$ cat src/rtl/sddr_port_arbiter.sv
// ---------------------------------------------------------------------------
// sddr_port_arbiter
//
// Round-robin arbiter that shares the single SDDR controller data-command
// port among NUM_PORTS requesters. At most one transaction is outstanding at
// a time. Read responses are routed back to the port that issued the read.
// A watchdog delivers a zero-data response if the controller never answers.
//
// Ports:
//   cpu_clock_i         single clock
//   reset_n_i           asynchronous active-low reset
//   req_valid_i         per-port request valid, held until that port's ack
//   req_address_i       packed per-port byte addresses (port p at p*ADDRESS_BITS)
//   req_write_i         per-port write flag (1 = write)
//   req_data_i          packed per-port write data (port p at p*CMD_DATA_BITS)
//   req_ack_o           one-cycle command-accepted pulse, at most one bit set
//   rsp_ready_o         one-cycle read-data-valid pulse to the owning port
//   rsp_data_o          read data shared by all ports, qualified by rsp_ready_o
//   data_cmd_valid_o    command valid to the controller
//   data_cmd_address_o  command address to the controller
//   data_cmd_write_o    command write flag to the controller
//   data_cmd_data_o     command write data to the controller
//   data_cmd_ack_i      controller ready; transfer on valid && ack
//   data_rsp_ready_i    controller read-data pulse
//   data_rsp_data_i     controller read data
//   grant_o             currently or most recently granted port
//   busy_o              arbiter is not idle
//   err_timeout_o       sticky watchdog flag
//   err_clear_i         clears err_timeout_o (a simultaneous set wins)
//   stray_count_o       saturating count of responses received outside WAIT_RSP
// ---------------------------------------------------------------------------
module sddr_port_arbiter #(
  parameter int NUM_PORTS      = 3,
  parameter int ADDRESS_BITS   = 27,
  parameter int CMD_DATA_BITS  = 128,
  parameter int TIMEOUT_CYCLES = 1024
) (
  input  logic                               cpu_clock_i,
  input  logic                               reset_n_i,
  input  logic [NUM_PORTS-1:0]               req_valid_i,
  input  logic [NUM_PORTS*ADDRESS_BITS-1:0]  req_address_i,
  input  logic [NUM_PORTS-1:0]               req_write_i,
  input  logic [NUM_PORTS*CMD_DATA_BITS-1:0] req_data_i,
  output logic [NUM_PORTS-1:0]               req_ack_o,
  output logic [NUM_PORTS-1:0]               rsp_ready_o,
  output logic [CMD_DATA_BITS-1:0]           rsp_data_o,
  output logic                               data_cmd_valid_o,
  output logic [ADDRESS_BITS-1:0]            data_cmd_address_o,
  output logic                               data_cmd_write_o,
  output logic [CMD_DATA_BITS-1:0]           data_cmd_data_o,
  input  logic                               data_cmd_ack_i,
  input  logic                               data_rsp_ready_i,
  input  logic [CMD_DATA_BITS-1:0]           data_rsp_data_i,
  output logic [$clog2(NUM_PORTS)-1:0]       grant_o,
  output logic                               busy_o,
  output logic                               err_timeout_o,
  input  logic                               err_clear_i,
  output logic [7:0]                         stray_count_o
);

  localparam int GW = $clog2(NUM_PORTS);
  // The timer only needs to reach TIMEOUT_CYCLES-1; one spare bit keeps the
  // width sane for tiny limits.
  localparam int TW = (TIMEOUT_CYCLES > 1) ? $clog2(TIMEOUT_CYCLES) + 1 : 1;
  localparam bit WDOG_EN = (TIMEOUT_CYCLES != 0);
  localparam logic [TW-1:0] TIMER_LAST = TW'((TIMEOUT_CYCLES > 0) ? TIMEOUT_CYCLES - 1 : 0);
  localparam logic [GW-1:0] LAST_PORT = GW'(NUM_PORTS - 1);

  localparam logic [1:0] ST_IDLE     = 2'd0;
  localparam logic [1:0] ST_ISSUE    = 2'd1;
  localparam logic [1:0] ST_WAIT_RSP = 2'd2;

  logic [1:0]               state_q, state_d;
  logic [GW-1:0]            grant_q, grant_d;
  logic [GW-1:0]            last_grant_q, last_grant_d;
  logic [TW-1:0]            timer_q, timer_d;
  logic [NUM_PORTS-1:0]     rsp_ready_q, rsp_ready_d;
  logic [CMD_DATA_BITS-1:0] rsp_data_q, rsp_data_d;
  logic                     err_q, err_d;
  logic [7:0]               stray_q, stray_d;

  logic [GW-1:0]            next_grant;
  logic [NUM_PORTS-1:0]     grant_onehot;
  logic                     sel_valid;
  logic                     sel_write;
  logic [ADDRESS_BITS-1:0]  sel_address;
  logic [CMD_DATA_BITS-1:0] sel_data;
  logic                     cmd_fire;
  logic                     err_set;

  // Round-robin search: walk offsets 1..NUM_PORTS from the last grant and take
  // the first requesting port. Offset NUM_PORTS lands on last_grant itself, so
  // a lone requester can be granted repeatedly.
  always_comb begin
    next_grant = last_grant_q;
    for (int i = NUM_PORTS; i >= 1; i--) begin
      for (int p = 0; p < NUM_PORTS; p++) begin
        if (((int'(last_grant_q) + i) % NUM_PORTS) == p && req_valid_i[p]) begin
          next_grant = GW'(p);
        end
      end
    end
  end

  // Live mux of the granted port's request fields. A compare-per-port loop is
  // used instead of a variable index so non-power-of-two port counts never
  // select past the end of the packed buses.
  always_comb begin
    grant_onehot = '0;
    sel_valid    = 1'b0;
    sel_write    = 1'b0;
    sel_address  = '0;
    sel_data     = '0;
    for (int p = 0; p < NUM_PORTS; p++) begin
      if (grant_q == GW'(p)) begin
        grant_onehot[p] = 1'b1;
        sel_valid       = req_valid_i[p];
        sel_write       = req_write_i[p];
        sel_address     = req_address_i[p*ADDRESS_BITS +: ADDRESS_BITS];
        sel_data        = req_data_i[p*CMD_DATA_BITS +: CMD_DATA_BITS];
      end
    end
  end

  // The command is only presented while the granted port still requests, so a
  // port that withdraws early never has its command transferred.
  assign data_cmd_valid_o   = (state_q == ST_ISSUE) && sel_valid;
  assign data_cmd_address_o = sel_address;
  assign data_cmd_write_o   = sel_write;
  assign data_cmd_data_o    = sel_data;
  assign cmd_fire           = data_cmd_valid_o && data_cmd_ack_i;
  assign req_ack_o          = cmd_fire ? grant_onehot : '0;

  assign rsp_ready_o   = rsp_ready_q;
  assign rsp_data_o    = rsp_data_q;
  assign grant_o       = grant_q;
  assign busy_o        = (state_q != ST_IDLE);
  assign err_timeout_o = err_q;
  assign stray_count_o = stray_q;

  // Next-state logic for the transaction FSM, response path and error flags.
  always_comb begin
    state_d      = state_q;
    grant_d      = grant_q;
    last_grant_d = last_grant_q;
    timer_d      = timer_q;
    rsp_ready_d  = '0;
    rsp_data_d   = rsp_data_q;
    err_d        = err_q;
    stray_d      = stray_q;
    err_set      = 1'b0;

    case (state_q)
      ST_IDLE: begin
        if (|req_valid_i) begin
          grant_d      = next_grant;
          last_grant_d = next_grant;
          state_d      = ST_ISSUE;
        end
      end
      ST_ISSUE: begin
        if (!sel_valid) begin
          state_d = ST_IDLE;
        end else if (data_cmd_ack_i) begin
          if (sel_write) begin
            state_d = ST_IDLE;
          end else begin
            state_d = ST_WAIT_RSP;
            timer_d = '0;
          end
        end
      end
      ST_WAIT_RSP: begin
        timer_d = timer_q + TW'(1);
        if (data_rsp_ready_i) begin
          rsp_data_d  = data_rsp_data_i;
          rsp_ready_d = grant_onehot;
          state_d     = ST_IDLE;
        end else if (WDOG_EN && (timer_q == TIMER_LAST)) begin
          // timer_q + 1 equals TIMEOUT_CYCLES on this cycle
          err_set     = 1'b1;
          rsp_data_d  = '0;
          rsp_ready_d = grant_onehot;
          state_d     = ST_IDLE;
        end
      end
      default: begin
        state_d = ST_IDLE;
      end
    endcase

    if (data_rsp_ready_i && (state_q != ST_WAIT_RSP) && (stray_q != 8'hFF)) begin
      stray_d = stray_q + 8'd1;
    end

    if (err_set) begin
      err_d = 1'b1;
    end else if (err_clear_i) begin
      err_d = 1'b0;
    end
  end

  // State registers. last_grant resets to the highest port so port 0 wins the
  // first arbitration.
  always_ff @(posedge cpu_clock_i or negedge reset_n_i) begin
    if (!reset_n_i) begin
      state_q      <= ST_IDLE;
      grant_q      <= '0;
      last_grant_q <= LAST_PORT;
      timer_q      <= '0;
      rsp_ready_q  <= '0;
      rsp_data_q   <= '0;
      err_q        <= 1'b0;
      stray_q      <= 8'd0;
    end else begin
      state_q      <= state_d;
      grant_q      <= grant_d;
      last_grant_q <= last_grant_d;
      timer_q      <= timer_d;
      rsp_ready_q  <= rsp_ready_d;
      rsp_data_q   <= rsp_data_d;
      err_q        <= err_d;
      stray_q      <= stray_d;
    end
  end

endmodule
$ cat config.mk
export PLATFORM = sky130hd
export DESIGN_NAME = sddr_port_arbiter
export DESIGN_NICKNAME = d
export VERILOG_FILES = /design/src/rtl/sddr_port_arbiter.sv
export SDC_FILE = /design/constraint.sdc
export NUM_CORES = 1
export LEC_CHECK = 0
export CAP_MARGIN = 30
export CORE_AREA = 2 2 349 351
export CTS_CLUSTER_DIAMETER = 60
export DETAILED_ROUTE_END_ITERATION = 16
export DIE_AREA = 0 0 351 353
export PLACE_DENSITY = 0.31
export SYNTH_ARGS = -nofsm -noshare
export SYNTH_HDL_FRONTEND = slang
export SYNTH_SLANG_ARGS = --single-unit
export TNS_END_PERCENT = 50
$ cat constraint.sdc
create_clock -name cpu_clock_i -period 3.3 [get_ports cpu_clock_i]
set_input_delay 0.66 -clock cpu_clock_i [delete_from_list [all_inputs] [get_ports cpu_clock_i]]
set_output_delay 0.66 -clock cpu_clock_i [all_outputs]
set_load 0.05 [all_outputs]
==> impl_metrics.json, run 1 <==
{
  "finalHoldViolations": 0,
  "yosys.area_share.simple_pct": 10.5,
  "dr_wl_met2_um": 48400,
  "clkTransAtPathRegs_ps": 80,
  "setup_viol": 0,
  "cts_sinks": 156,
  "grt_max_degree": 115,
  "end_kind": "output pin",
  "drt_pre_antenna_iters": 4,
  "rsz0062_at_grt": "false",
  "cts-root-buf": "clkbuf_16",
  "synth_area_leaders": "dfrtp_1 42%, mux2i_1 17%, a22o_1 12%",
  "ir_worst_vdd_mv": 0.475,
  "routed.top_layer": "met5",
  "synth-edff-count": 0,
  "synth_nets": 1562,
  "fmax_mhz": 322,
  "slew_violations": 0,
  "drive_gt1_share_pct": 14.7,
  "dp_hpwl_um": 80000,
  "worstPathRequired_ps": 2640,
  "ys_types": 50,
  "first_global_vias": 12500,
  "slew-limit-headroom_pct": 47.0,
  "path_class": "in -> out",
  "area_delta_synth_final_pct": 148,
  "synthXorXnorAreaFrac_pct": 0.764,
  "start_kind": "primary input",
  "power.leakage_nw": 8.80,
  "cts_max_level": 4,
  "async_flop_share_pct": 100,
  "synth_seq_cells": 156,
  "layout_setup_ws_ps": 193,
  "grt_antenna_before_repair": 68,
  "power_density_mw_per_mm2": 1040,
  "portBuffers": 906,
  "yosysSeqAreaShare_pct": 42.6,
  "dieHeight_um": 353,
  "num_vias": 11800,
  "hold_buffers": 0,
  "synth.area.mux_share_pct": 17.3,
  "placedCellCount": 3459,
  "wl_um": 90500,
  "wl_per_cell_um": 25.8,
  "finClkSkew_ps": 15.7,
  "fp.dieArea_mm2": 0.124,
  "period_share_pct": 94.2,
  "cts_tree": "yes",
  "clk_path_buf_depth": 2,
  "yosysTopAreaCell": "dfrtp_1",
  "synth_compound_area_share_pct": 23.2,
  "holdWs_ps": 238,
  "grt_util_all_layers_pct": 14.0,
  "fin_nets": 2467,
  "maxCapViolCount": 0,
  "core_mm2": 0.121,
  "postSynthCellCount": 954,
  "ys.warnings.count": 0,
  "synth-main-ff-cell": "dfrtp_1",
  "post-place-ws_ps": 88.4,
  "netlist.area_leader.share_pct": 42.3,
  "numCtsBuffers": 17,
  "syn-cell-area_mm2": 0.00917,
  "grt_pass1_wl_um": 117000,
  "synth_top_family_by_area": "compound AO/OA/AOI/OAI gates",
  "place_area_mm2": 0.0220,
  "num_rows": 128,
  "min_path_type": "in -> async",
  "crit_arrival_ps": 2450,
  "routabilityCongestion": 0.893,
  "drc": 0,
  "design_area_mm2": 0.0227,
  "grt.overflow.total": 0,
  "syn_avg_cell_area_um2": 9.61,
  "finalWorstPathRequiredPeriod_ps": 3110,
  "ant_nets": 0,
  "worstPathMaxFanout": 6,
  "synth_fa_ha_area_share_pct": 0.546,
  "fp.dieW_um": 351,
  "drt-met1-wl_um": 32700,
  "outcome": "complete, no violations",
  "worst_pin_slew_ps": 795,
  "clk-insertion-delay-late_ps": 480,
  "start_util_pct": 7.60,
  "final_cells": 3508,
  "ios": 907,
  "vias_per_cell": 3.37,
  "drtIter0Drc": 550,
  "dr_wl_met3_um": 7900
}
## path summary, 6_finish.rpt
path | from | end | slack, ps | cells past startpoint
max in group asynchronous | reset_n_i | rsp_data_o[36]$_DFFE_PN0P_ | 2320 | 2
max | data_cmd_ack_i | req_ack_o[0] | 190 | 5
min reg2reg | rsp_data_o[44]$_DFFE_PN0P_ | rsp_data_o[44]$_DFFE_PN0P_ | 510 | 1
min in group cpu_clock_i | rsp_data_o[44]$_DFFE_PN0P_ | rsp_data_o[44]$_DFFE_PN0P_ | 510 | 1
min | reset_n_i | rsp_data_o[116]$_DFFE_PN0P_ | 240 | 1
max reg2reg | timer_q[0]$_DFFE_PN0P_ | rsp_data_o[2]$_DFFE_PN0P_ | 1120 | 6
## critical path, stage by stage
cell	delay (ps)
clkdlybuf4s50_1	500
nand3b_1	300
nor4b_1	600
buf_4	240
buf_12	140
## cell usage in the layout (no fill, tap or decap), types with 4 or more instances in the layout
| cell type | count |
|---|---|
| a22o_1 | 128 |
| buf_12 | 172 |
| buf_4 | 53 |
| clkbuf_16 | 17 |
| clkdlybuf4s50_1 | 745 |
| dfrtp_1 | 153 |
| diode_2 | 11 |
| ha_1 | 4 |
| inv_1 | 5 |
| inv_6 | 5 |
| mux2i_1 | 156 |
| nand2_1 | 170 |
| nand2b_1 | 4 |
| nand3_1 | 5 |
| nand4_1 | 6 |
| nor2_1 | 8 |
| nor3_1 | 7 |
| o21ai_0 | 156 |
| o21ai_1 | 10 |
| xnor2_1 | 4 |
| xor2_1 | 4 |
## power by group
group | switching [mW] | internal (mW)
Sequential | 0.719 | 2.66
Clock | 0.952 | 1.14
Combinational | 10.8 | 7.41
Total | 12.4 | 11.2
## cells in the mapped netlist (2+ instances only)
cell	count
a22oi_1	2
o21ai_1	5
nand2_1	170
and3_1	3
nor4b_1	2
buf_2	43
a21oi_1	2
clkbuf_1	29
buf_6	10
nor2b_1	3
xnor2_1	4
o211ai_1	2
nand4_1	6
a22o_1	128
dfrtp_1	155
o21ai_0	161
nor3_1	7
nand3_1	5
nand2b_1	4
inv_1	5
mux2_2	2
or2_2	2
or3_1	2
o311ai_0	2
mux2i_1	156
xor2_1	4
buf_1	3
o21bai_1	3
o41ai_1	2
ha_1	4
nor2_1	8
o31ai_1	2
## cell families after synthesis
family                   count (synthesis)
flip-flops                             156
adder cells (fa/ha/maj)                  4
multiplexers                           158
buffers and inverters                   91
AO/OA/AOI/OAI                          315
AND/OR/NAND/NOR                        222
XOR/XNOR                                 8
## state kept, by name, indices dropped and copies added (netlist names)
| name | count |
|---|---|
| rsp_ready_o | 3 |
| state_q | 2 |
| err_timeout_o | 1 |
| rsp_data_o | 128 |
| timer_q | 11 |
| last_grant_q | 1 |
| stray_count_o | 8 |
| grant_o | 2 |
## what timing repair did
item / CTS / global route
gates resized for setup: 6 / 0
buffers inserted: 0 / 6
setup endpoints to repair: 6 / 8
## layer usage
metal	global-route usage, %	vias up
met5	0	-
met4	3.48	48
met3	5.05	132
met2	26.3	649
met1	14.5	5671
li1	-	5317
## cell type report
type                            instances  area (um2)
Inverter                                5        18.8
Tap cell                             1625        2030
Clock inverter                         15         181
Sequential cell                       156        3910
Multi-Input combinational cell        707        4820
Antenna cell                           11        27.5
Timing Repair Buffer                  972       11300
Fill cell                           13300       97900
Clock buffer                           17         425
## metrics by stage
step / total power [mW] / util [%] / setup TNS, ps
5_1_grt: 24.6 / 18.8 / 0
6_report: 23.6 / 18.9 / 0
2_1_floorplan: 12.3 / - / -342
3_5_place_dp: 21.8 / 18.3 / 0
4_1_cts: 24.0 / 18.8 / 0
3_3_place_gp: 21.8 / 18.3 / 0
No activity file was read; power rests on OpenSTA's default activity.
==> run 2: changes to the inputs <==
--- a/config.mk
+++ b/config.mk
@@ -6,10 +6,10 @@
 export NUM_CORES = 1
 export LEC_CHECK = 0
 export CAP_MARGIN = 30
-export CORE_AREA = 2 2 349 351
+export CORE_AREA = 2 2 353 355
 export CTS_CLUSTER_DIAMETER = 60
 export DETAILED_ROUTE_END_ITERATION = 16
-export DIE_AREA = 0 0 351 353
+export DIE_AREA = 0 0 355 357
 export PLACE_DENSITY = 0.31
 export SYNTH_ARGS = -nofsm -noshare
 export SYNTH_HDL_FRONTEND = slang
==> run 2 against run 1 <==
  * Register-to-register slack worse by 200 ps
  * Highest routed layer unchanged
  * Critical path depth unchanged
  * Non-clock buffer count down 25
  * Worst setup slack worse by 62 ps
  * First-iteration DRC count up 2.7%
  * Count of clock-buffer cells in the layout up 2
  * Largest power group unchanged
  * Core utilization down 0.50 points
  * Sequential share of layout area up 0.13 points
  * Fmax down 2.0%
==> impl_metrics.json, run 2 (synthesis gave the netlist of run 1 again) <==
{
  "outcome": "complete, no violations",
  "first_global_vias": 12400,
  "final_cells": 3503,
  "cts-root-buf": "clkbuf_16",
  "worstPathRequired_ps": 2640,
  "drive_gt1_share_pct": 13.4,
  "num_vias": 11600,
  "core_mm2": 0.123,
  "cp_cell_sequence": "buf_12, mux2i_1, o21ai_0, buf_4, buf_12",
  "maxCapViolCount": 0,
  "clk-insertion-delay-late_ps": 480,
  "fmax_mhz": 316,
  "crit_arrival_ps": 2510,
  "ios": 907,
  "placedCellCount": 3452,
  "power_density_mw_per_mm2": 1030,
  "drtIter0Drc": 565,
  "num_rows": 129,
  "fin_nets": 2442,
  "slew_violations": 0,
  "rsz0062_at_grt": "false",
  "wl_per_cell_um": 24.1,
  "start_kind": "register",
  "multi_input_comb_area_mm2": 0.00481,
  "mostFrequentLayoutCell": "clkdlybuf4s50_1",
  "grt_antenna_before_repair": 66,
  "period_share_pct": 96.0,
  "fin_setup_tns_ps": 0,
  "largest_reg_flops": 128,
  "drc": 0,
  "routabilityCongestion": 0.959,
  "crit_path_max_incr_delay_ps": 760,
  "finalHoldViolations": 0,
  "fp.dieW_um": 355,
  "start_util_pct": 7.46,
  "finClkSkew_ps": 10.8,
  "power.leakage_nw": 8.69,
  "grt_max_degree": 100,
  "cts_max_level": 4,
  "dieHeight_um": 357,
  "clkTransAtPathRegs_ps": 70,
  "cp_common_cell": "buf_12",
  "hold_buffers": 0,
  "grt_util_all_layers_pct": 12.7,
  "min_path_type": "in -> async",
  "postCtsSetupBuffers": 0,
  "fill_cells": 13600,
  "vias_per_cell": 3.31,
  "path_class": "reg -> out",
  "cts_sinks": 156,
  "portBuffers": 906,
  "numCtsBuffers": 17,
  "final_cell_mix": "744 x clkdlybuf4s50_1, 174 x buf_12, 170 x nand2_1",
  "clk_path_buf_depth": 2,
  "seq_area_mm2": 0.00391,
  "worst_pin_slew_ps": 795,
  "cpMaxStageDelayCell": "dfrtp_4",
  "ir_worst_vdd_mv": 0.518,
  "wl_um": 84500,
  "crit_start": "grant_o[0]$_DFFE_PN0P_",
  "grt_pass1_wl_um": 110000,
  "end_kind": "output pin",
  "cts_tree": "yes",
  "worstPathMaxFanout": 28,
  "slew-limit-headroom_pct": 46.8,
  "grt.overflow.total": 0,
  "finalWorstPathRequiredPeriod_ps": 3170,
  "setup_viol": 0,
  "fp.dieArea_mm2": 0.127,
  "r2r_start": "grant_o[0]$_DFFE_PN0P_",
  "drt_pre_antenna_iters": 4,
  "ant_nets": 0,
  "area_delta_synth_final_pct": 146,
  "dp_hpwl_um": 73100
}
-- run 2: metrics by stage --
stage	area, um2	power [mW]	hold slack, ps	utilization [%]	worst slack, ps
6_report	22600	23.1	151	18.3	131
4_1_cts	22500	23.5	173	18.3	0.851
5_1_grt	22500	24.1	167	18.3	37.5
3_3_place_gp	21900	21.3	486	17.8	245
2_1_floorplan	9170	12.3	364	-	-171
3_5_place_dp	21900	21.3	491	17.8	215
-- run 2: path summary, 6_finish.rpt --
| kind | to | slack, ps | depth (start not counted) |
|---|---|---|---|
| setup / recovery | data_cmd_data_o[4] | 130 | 5 |
| hold / removal | rsp_data_o[63]$_DFFE_PN0P_ | 150 | 1 |
| setup reg to reg | timer_q[7]$_DFFE_PN0P_ | 920 | 5 |
| hold reg to reg | err_timeout_o$_DFFE_PN0P_ | 500 | 1 |
| max in group asynchronous | rsp_data_o[3]$_DFFE_PN0P_ | 2280 | 2 |
| min in group cpu_clock_i | err_timeout_o$_DFFE_PN0P_ | 500 | 1 |
-- run 2: cell type report --
| type | instances | share of cell area [%] |
|---|---|---|
| Clock inverter | 13 | 0.571 |
| Timing Repair Buffer | 947 | 49.5 |
| Clock buffer | 19 | 1.96 |
| Antenna cell | 19 | 0.211 |
| Multi-Input combinational cell | 707 | 21.3 |
| Inverter | 5 | 0.0832 |
| Tap cell | 1637 | 9.08 |
| Sequential cell | 156 | 17.3 |
-- run 2: layer usage --
layer / GRT usage (%) / part of all wire [%] / up-vias
met3: 4.91 / 8.6 / 121
met4: 3.39 / 1.6 / 24
met1: 13.5 / 37 / 5587
met2: 23.2 / 53 / 594
met5: 0 / 0.18 / -
li1: - / - / 5271
-- run 2: worst max-delay path: cells and delay by family, from the launching register on --
| kind | cells | cell delay [ps] |
|---|---|---|
| compound gates | 1 | 440 |
| flops | 1 | 760 |
| buf+inv | 3 | 660 |
| mux | 1 | 110 |
-- run 2: what timing repair did --
| action | in CTS | in global routing |
|---|---|---|
| setup endpoints to repair | 6 | 1 |
| gates resized for setup | 4 | 1 |
| hold endpoints to repair | 0 | 0 |
-- run 2: where the power goes --
part / switching, mW / internal [mW] / leakage [nW]
logic: 10.5 / 7.29 / 6.40
clock network: 0.937 / 1.07 / 0.282
registers: 0.635 / 2.66 / 2.01
total: 12.1 / 11.0 / 8.69
